## src/rtl/uart_rx_core.sv

```systemverilog
// UART receiver: 2-flop synchroniser, 3-sample majority framing with
// configurable data/parity/stop, break detection and a small output FIFO.
module uart_rx_core #(
  parameter int unsigned CLK_DIV    = 52,
  parameter int unsigned DATA_BITS  = 8,
  parameter int unsigned PARITY     = 0,
  parameter int unsigned STOP_BITS  = 1,
  parameter int unsigned FIFO_DEPTH = 4
) (
  input  logic                 clk,
  input  logic                 rst_n,
  input  logic                 rx_in,
  output logic [DATA_BITS-1:0] m_data,
  output logic                 m_frame_err,
  output logic                 m_parity_err,
  output logic                 m_valid,
  input  logic                 m_ready,
  output logic                 overrun,
  output logic                 break_det,
  output logic                 armed
);

  localparam int unsigned TW  = $clog2(CLK_DIV);
  localparam int unsigned H   = CLK_DIV / 2;
  localparam int unsigned BW  = 4;
  localparam int unsigned AW  = $clog2(FIFO_DEPTH);
  localparam int unsigned PW  = AW + 1;
  localparam logic        ODD = 1'(PARITY == 1);

  typedef struct packed {
    logic [DATA_BITS-1:0] data;
    logic                 frame_err;
    logic                 parity_err;
  } entry_t;

  typedef enum logic [2:0] {
    S_ARM, S_IDLE, S_START, S_DATA, S_PAR, S_STOP, S_BRK
  } state_t;

  logic sync1, rxs, rxs_d;

  state_t               state, state_n;
  logic [TW-1:0]        timer, timer_n, arm_cnt, arm_cnt_n;
  logic [BW-1:0]        bit_cnt, bit_cnt_n;
  logic [DATA_BITS-1:0] shreg, shreg_n;
  logic                 smp0, smp0_n, smp1, smp1_n;
  logic                 any_one, any_one_n;
  logic                 frm_err, frm_err_n, par_err, par_err_n;
  logic                 armed_n, break_det_n;
  logic                 decide, maj;
  logic                 wr_en;
  entry_t               wr_entry;

  logic [PW-1:0] wr_ptr, rd_ptr, wr_ptr_n, rd_ptr_n;
  entry_t        mem [FIFO_DEPTH];
  entry_t        head_n;
  logic          full, pop, push;

  // Line synchroniser; rxs_d gives the previous synchronised level for edge detect
  always_ff @(posedge clk or negedge rst_n) begin
    if (!rst_n) begin
      sync1 <= 1'b1;
      rxs   <= 1'b1;
      rxs_d <= 1'b1;
    end else begin
      sync1 <= rx_in;
      rxs   <= sync1;
      rxs_d <= rxs;
    end
  end

  assign decide = (timer == TW'(H + 1));
  assign maj    = (smp0 & smp1) | (smp0 & rxs) | (smp1 & rxs);

  always_ff @(posedge clk or negedge rst_n) begin
    if (!rst_n) begin
      state     <= S_ARM;
      timer     <= '0;
      arm_cnt   <= '0;
      bit_cnt   <= '0;
      shreg     <= '0;
      smp0      <= 1'b1;
      smp1      <= 1'b1;
      any_one   <= 1'b0;
      frm_err   <= 1'b0;
      par_err   <= 1'b0;
      armed     <= 1'b0;
      break_det <= 1'b0;
    end else begin
      state     <= state_n;
      timer     <= timer_n;
      arm_cnt   <= arm_cnt_n;
      bit_cnt   <= bit_cnt_n;
      shreg     <= shreg_n;
      smp0      <= smp0_n;
      smp1      <= smp1_n;
      any_one   <= any_one_n;
      frm_err   <= frm_err_n;
      par_err   <= par_err_n;
      armed     <= armed_n;
      break_det <= break_det_n;
    end
  end

  always_comb begin
    state_n     = state;
    timer_n     = timer;
    arm_cnt_n   = arm_cnt;
    bit_cnt_n   = bit_cnt;
    shreg_n     = shreg;
    smp0_n      = smp0;
    smp1_n      = smp1;
    any_one_n   = any_one;
    frm_err_n   = frm_err;
    par_err_n   = par_err;
    armed_n     = armed;
    break_det_n = break_det;
    wr_en       = 1'b0;
    wr_entry    = '0;

    if (state inside {S_START, S_DATA, S_PAR, S_STOP}) begin
      timer_n = (timer == TW'(CLK_DIV - 1)) ? '0 : timer + TW'(1);
      if (timer == TW'(H - 1)) smp0_n = rxs;
      if (timer == TW'(H))     smp1_n = rxs;
    end

    case (state)
      S_ARM: begin
        if (!rxs) begin
          arm_cnt_n = '0;
        end else if (arm_cnt == TW'(CLK_DIV - 1)) begin
          arm_cnt_n = '0;
          armed_n   = 1'b1;
          state_n   = S_IDLE;
        end else begin
          arm_cnt_n = arm_cnt + TW'(1);
        end
      end
      // The edge cycle itself counts as timer 0
      S_IDLE: begin
        if (rxs_d && !rxs) begin
          state_n = S_START;
          timer_n = TW'(1);
        end
      end
      S_START: begin
        if (decide) begin
          if (maj) begin
            state_n = S_IDLE;
          end else begin
            state_n   = S_DATA;
            bit_cnt_n = '0;
            any_one_n = 1'b0;
            frm_err_n = 1'b0;
            par_err_n = 1'b0;
          end
        end
      end
      S_DATA: begin
        if (decide) begin
          shreg_n   = {maj, shreg[DATA_BITS-1:1]};
          any_one_n = any_one | maj;
          if (bit_cnt == BW'(DATA_BITS - 1)) begin
            bit_cnt_n = '0;
            state_n   = (PARITY != 0) ? S_PAR : S_STOP;
          end else begin
            bit_cnt_n = bit_cnt + BW'(1);
          end
        end
      end
      S_PAR: begin
        if (decide) begin
          par_err_n = ((^shreg) ^ maj) != ODD;
          any_one_n = any_one | maj;
          state_n   = S_STOP;
        end
      end
      // Return to IDLE mid stop bit so the next falling edge resyncs the frame
      S_STOP: begin
        if (decide) begin
          frm_err_n = frm_err | !maj;
          any_one_n = any_one | maj;
          if (bit_cnt == BW'(STOP_BITS - 1)) begin
            bit_cnt_n = '0;
            if (!(any_one | maj)) begin
              state_n     = S_BRK;
              break_det_n = 1'b1;
            end else begin
              state_n             = S_IDLE;
              wr_en               = 1'b1;
              wr_entry.data       = shreg;
              wr_entry.frame_err  = frm_err | !maj;
              wr_entry.parity_err = par_err;
            end
          end else begin
            bit_cnt_n = bit_cnt + BW'(1);
          end
        end
      end
      S_BRK: begin
        if (rxs) begin
          state_n     = S_IDLE;
          break_det_n = 1'b0;
        end
      end
      default: state_n = S_ARM;
    endcase
  end

  // FIFO control; the head register is loaded with the entry that will be at rd_ptr next
  always_comb begin
    pop      = m_valid & m_ready;
    full     = (wr_ptr[AW] != rd_ptr[AW]) && (wr_ptr[AW-1:0] == rd_ptr[AW-1:0]);
    push     = wr_en && (!full || pop);
    rd_ptr_n = rd_ptr + PW'(pop);
    wr_ptr_n = wr_ptr + PW'(push);
    head_n   = (push && (rd_ptr_n == wr_ptr)) ? wr_entry : mem[rd_ptr_n[AW-1:0]];
  end

  always_ff @(posedge clk) begin
    if (push) mem[wr_ptr[AW-1:0]] <= wr_entry;
  end

  always_ff @(posedge clk or negedge rst_n) begin
    if (!rst_n) begin
      wr_ptr       <= '0;
      rd_ptr       <= '0;
      m_valid      <= 1'b0;
      m_data       <= '0;
      m_frame_err  <= 1'b0;
      m_parity_err <= 1'b0;
      overrun      <= 1'b0;
    end else begin
      wr_ptr  <= wr_ptr_n;
      rd_ptr  <= rd_ptr_n;
      m_valid <= (rd_ptr_n != wr_ptr_n);
      overrun <= wr_en && full && !pop;
      if (rd_ptr_n != wr_ptr_n) begin
        m_data       <= head_n.data;
        m_frame_err  <= head_n.frame_err;
        m_parity_err <= head_n.parity_err;
      end
    end
  end

endmodule
```

## config.mk

```make
export PLATFORM = sky130hd
export DESIGN_NAME = uart_rx_core
export DESIGN_NICKNAME = d
export VERILOG_FILES = /design/src/rtl/uart_rx_core.sv
export SDC_FILE = /design/constraint.sdc
export NUM_CORES = 1
export LEC_CHECK = 0
export ABC_AREA = 1
export BUFFER_PORTS_ARGS = -buffer_cell sky130_fd_sc_hd__buf_2
export CORE_ASPECT_RATIO = 0.8
export CORE_MARGIN = 3
export CORE_UTILIZATION = 50
export DETAILED_ROUTE_END_ITERATION = 6
export HOLD_SLACK_MARGIN = 0.12
export PLACE_DENSITY = 0.67
export SYNTH_ARGS = -nofsm -noshare
export SYNTH_HDL_FRONTEND = slang
export SYNTH_SLANG_ARGS = --single-unit
```

## constraint.sdc

```tcl
create_clock -name clk -period 4.3 [get_ports clk]
set_clock_uncertainty 0.05 [all_clocks]
set_input_delay 0.43 -clock clk [delete_from_list [all_inputs] [get_ports clk]]
set_output_delay 0.43 -clock clk [all_outputs]
set_load 0.02 [all_outputs]
```

# After elaboration in Yosys (flattened, before gate mapping)
# Memories as Yosys holds them, arrays and structs flattened.
# Index checks and enable logic that the tools add are counted.
# op_classes
eq_ne	29
reduce_logical	31
n_bitwise	9
addsub	5
n_mux	50
# ops
op	n
10-bit two-way mux	5
6-bit two-way mux	6
3-bit two-way mux	11
4-bit two-way mux	6
3-bit one-hot mux with 7 select lines	1
2-bit != test, second input constant	10
6-bit by 5-bit == test with 1-bit output, second input constant	3
1-bit two-way mux	15
6-bit by 1-bit adder with 6-bit output, second input constant	2
6-bit == test, second input constant	2
4-bit one-hot mux with 3 select lines	1
4-bit AND reduction	3
10-bit AND reduction	1
5-bit AND reduction	2
3-bit == test, second input constant	3
1-bit one-hot mux with 2 select lines	4
2-bit nonzero test	4
8-bit XOR reduction	1
3-bit by 1-bit adder with 3-bit output	2
3-bit by 2-bit == test with 1-bit output, second input constant	2
1-bit logical AND	6
2-bit by 1-bit != test with 1-bit output, second input constant	3
2-bit AND reduction	3
4-bit by 1-bit adder with 4-bit output, second input constant	1
other kinds (18)	27
# word_totals
word_cells	147
n_memories	1
ramBits	40
input_bits	4
ff_bits	55
# mem_list
name	depth	width	read_ports	rd_ports_with_merged_regs	write_ports	line	text
mem	4	10	1	0	1	55	entry_t mem [FIFO_DEPTH];

# Logic depth before layout (Yosys ltp)
# depth
word_depth	11
ltp_mapped	14
ltp_nobuf	14

# Worst setup path after synthesis
# OpenSTA, ideal clock, no wires.
# synth_timing
path_type	register to register
startpoint	register bit_cnt[0]
endpoint	register m_data[1]
slack_ns	1.949
stages_incl_launch_ff	14
arrival_time_ns	2.183
setup_time_ns	0.117
path_buffers	1
cell_sequence	dfrtp_1 > inv_1 > ha_1 > nor3b_2 > nand4_2 > a21oi_2 > ha_1 > ha_1 > xor2_1 > xnor2_1 > nand2_1 > buf_4 > nand3_1 > nand2_1
# synth_via
elab_chain_cells	7
word_cells_on_any_way	12
classes_between	add/sub: 1; eq/ne: 1; mux: 7; reduce/logical: 3
# synth_rtl
item	line	text
from (decl)	44	logic [BW-1:0] bit_cnt, bit_cnt_n;
from (signal assigned)	93	bit_cnt <= bit_cnt_n;
4-bit logical NOT	183	if (bit_cnt == BW'(STOP_BITS - 1)) begin
1-bit two-way mux	183	
1-bit two-way mux	180	if (decide) begin
1-bit two-way mux	127	case (state)
1-bit logical AND	214	push = wr_en && (!full || pop);
3-bit by 1-bit adder with 3-bit output	216	wr_ptr_n = wr_ptr + PW'(push);
net wr_ptr_n[2]	54	logic [PW-1:0] wr_ptr, rd_ptr, wr_ptr_n, rd_ptr_n;
3-bit != test	238	if (rd_ptr_n != wr_ptr_n) begin
to (signal assigned)	239	m_data <= head_n.data;
to (decl)	13	output logic [DATA_BITS-1:0] m_data,
# The timed path passes the listed nets, and every way through them passes these cells.
# A chain may end at the register's enable or synchronous reset.

# Worst setup path in the final report
# layout_timing
startpoint	register bit_cnt[0]
endpoint	register m_data[0]
# Same word-level chain as after synthesis.

==> impl_metrics.py <==
metrics = {
    "logic_synthesis": {
        "synth_xor_area_frac": 0.0393,
        "synth_fa_ha_area_frac": 0.0294,
        "ys_warn_count": 0,
        "synth_cells": 500,
        "yosys.area.top_type": "dfrtp_1",
        "synthMuxAreaShare": 0,
        "synth-compound-area-share": 0.0844,
        "yosysSeqAreaShare": 0.552,
        "synth_commonest_cells": "nand2_1 (110), nor2_1 (61), dfrtp_1 (50)",
        "synth_top_family_by_area": "simple AND/OR/NAND/NOR gates",
        "avgSynthCellArea_um2": 9.37,
        "ys_top_cells_by_area": "dfrtp_1 (27%), edfxtp_1 (26%), nand2_1 (8.8%)",
        "synthSimpleGateAreaFrac": 0.237,
        "synth-edff-count": 40,
        "syn-cell-area_um2": 4680,
        "syn_nets": 515,
        "synthMostInstantiatedCell": "nand2_1",
        "synth_top_flop_cell": "dfrtp_1",
        "synth_cell_types": 40,
        "synth_top_area_share": 0.267,
        "synth-seq-cells": 95,
        "async_reset_ff_frac": 0.579,
    },
    "global_routing": {
        "antenna_found_initial": 0,
        "grt_usage": 0.191,
        "grt_max_degree": 56,
        "grt_pass1_vias": 3149,
        "gr-total-overflow": 0,
        "grt_first_pass_wirelength_um": 15900,
    },
    "setup_path": {
        "crit_fanout": 12,
        "crit_required_ps": 4520,
        "critPathSlowestCell": "dfrtp_1",
        "arrival_ps": 3580,
        "cp_slowest_stage_delay_ps": 410,
        "critPathTopFamily": "simple AND/OR/NAND/NOR gates",
        "path_buf_inv": 2,
        "r2r_cells": 13,
        "path_class": "register to register",
        "crit_cells": 13,
        "startpoint_type": "register",
        "end_kind": "register",
        "path_cells": "inv_1, ha_1, nor3b_2, nand4_2, a21oi_2, ha_1, ha_1, xor2_1, xnor2_1, nand2_1, inv_1, nand2_1, nand2_1",
    },
    "clock_tree": {
        "cts_resized": 0,
        "post-cts-setup-buffers": 0,
        "clkSinkCount": 95,
        "root_buffer": "clkbuf_16",
        "hold_buffers": 0,
        "cts_max_level": 3,
        "clkTransAtPathRegs_ps": 70,
        "cts_inserted_buffers": 9,
        "cts_buffer_depth": 2,
        "tritoncts": "built",
        "insertion_delay_ps": 340,
    },
    "drt": {
        "wl_per_cell_um": 14.7,
        "vias": 3389,
        "drt_first_pass_iters": 5,
        "drtIter0Drc": 195,
        "final_antenna_net_count": 0,
        "viasPerCell": 5.35,
        "wl_um": 9320,
        "drc": 0,
    },
    "floorplan": {
        "coreArea_um2": 8780,
        "dieArea_um2": 10600,
        "start_util": 0.533,
        "rows": 30,
        "die-width_um": 114,
        "die_h_um": 92.6,
        "io_pins": 18,
    },
    "timing": {
        "relSlewSlack": 0.307,
        "setup_viol": 0,
        "finalHoldViolations": 0,
        "grt_setup_unrepaired": "no",
        "whs_ps": 135,
        "post-route-period-util": 0.781,
        "max_freq_mhz": 298,
        "tightest_slew_ps": 1040,
        "drv_slew": 0,
        "fin_crit_ps": 3360,
        "tns_ps": 0,
    },
    "pwr": {
        "p_leak_nw": 2.35,
        "power.total_w": 0.00271,
        "irDropWorstVdd_v": 0.000482,
        "power_density_nw_per_um2": 525,
    },
    "cells_and_area": {
        "n_antenna_cell": 0,
        "n_fill_cell": 757,
        "drive_above_1_share": 0.125,
        "area_growth_pct": 10.3,
        "fin_util": 0.588,
        "seq_area_um2": 2580,
        "multi_input_area_um2": 1830,
        "fin_nets": 532,
    },
    "placement": {
        "place.gp.congestion": 0.829,
        "dp.final_hpwl_um": 6490,
        "io_buffers": 17,
    },
    "hold_path": {
        "hold_depth": 1,
        "min-delay-path-class": "primary input to register",
    },
    "outcome": {
        "status": "complete, no violations",
    },
    "run": {
        "max_cap_viol_count": 0,
    },
}
-- metrics by stage --
step / cell area (um2) / cells / setup slack, ps
6_report: 5170 / 634 / 942
4_1_cts: 5170 / 634 / 934
2_1_floorplan: 4680 / 500 / 1950
5_1_grt: 5170 / 634 / 596
3_3_place_gp: 4850 / 618 / 1230
3_5_place_dp: 4850 / 618 / 1020
-- cell type report --
cell class	count	share of cell area
multi-input cells	342	0.354
inverters	48	0.0351
flip-flops and latches	95	0.500
repair buffers	21	0.0223
clock buffers	10	0.0443
well taps	112	0.0271
clock inverters	6	0.0177
-- power breakdown --
group / internal [W] / switching [W]
logic: 0.000286 / 0.000535
clock network: 0.000515 / 0.000334
registers: 0.00100 / 0.0000412
total: 0.00180 / 0.000910
-- final timing paths --
kind	from	to	slack, ps
setup reg to reg	bit_cnt[0]	m_data[0]	940
hold reg to reg	sync1	rxs	310
setup / recovery	bit_cnt[0]	m_data[0]	940
hold / removal	rx_in	sync1	140
max in group asynchronous	rst_n	arm_cnt[3]	3560
min in group asynchronous	rst_n	timer[2]	170
-- per-layer routing --
layer / global-route usage / wire length, um / up-vias
met5: 0 / 0 / -
met3: 0.0366 / 395 / 6
li1: - / - / 1705
met1: 0.290 / 4710 / 1603
met4: 0.0544 / 75 / 0
met2: 0.278 / 4140 / 75
-- layout by cell type (no fill, tap or decap), types with 3 or more instances in the layout --
cell	Yosys	layout
nand2_1	110	110
nor2_1	61	61
dfrtp_1	50	50
inv_1	43	43
edfxtp_1	40	40
o21ai_0	37	37
nand3_1	35	35
buf_2	4	17
xor2_1	13	13
nand4_1	13	13
ha_1	11	11
o22a_1	10	10
clkbuf_16	0	9
xnor2_1	8	8
nand2_2	5	5
nor3_1	5	5
dfstp_2	5	5
inv_2	4	4
o22ai_1	4	4
o21ai_1	4	4
buf_4	2	4
a31oi_1	3	3
a21oi_1	3	3
nor2_2	3	3
inv_6	0	3
-- flip-flops by register name, summed over array words and instances (netlist names), 3 cells and up --
| signal | cells |
|---|---|
| rd_ptr | 3 |
| mem | 40 |
| m_data | 8 |
| timer | 6 |
| bit_cnt | 4 |
| state | 3 |
| wr_ptr | 3 |
| arm_cnt | 6 |
| shreg | 8 |
-- worst register-to-register path: cells and delay by family (launching register included) --
kind	cells	cell delay, ps
simple gates	5	1240
buf+inv	2	490
fa+ha+maj	3	480
flops	1	410
xor+xnor	2	370
compound gates	1	270
-- cells by family (layout without fill, tap and decap cells) --
| logic type | after synthesis | in the layout |
|---|---|---|
| buffers and inverters | 63 | 85 |
| xor gates and xnor gates | 21 | 21 |
| and+or+nand+nor | 244 | 244 |
| adders and majority gates | 11 | 11 |
| AOI/OAI and AO/OA | 66 | 66 |
| DFF | 95 | 95 |
(Power assumes the default switching activity.)
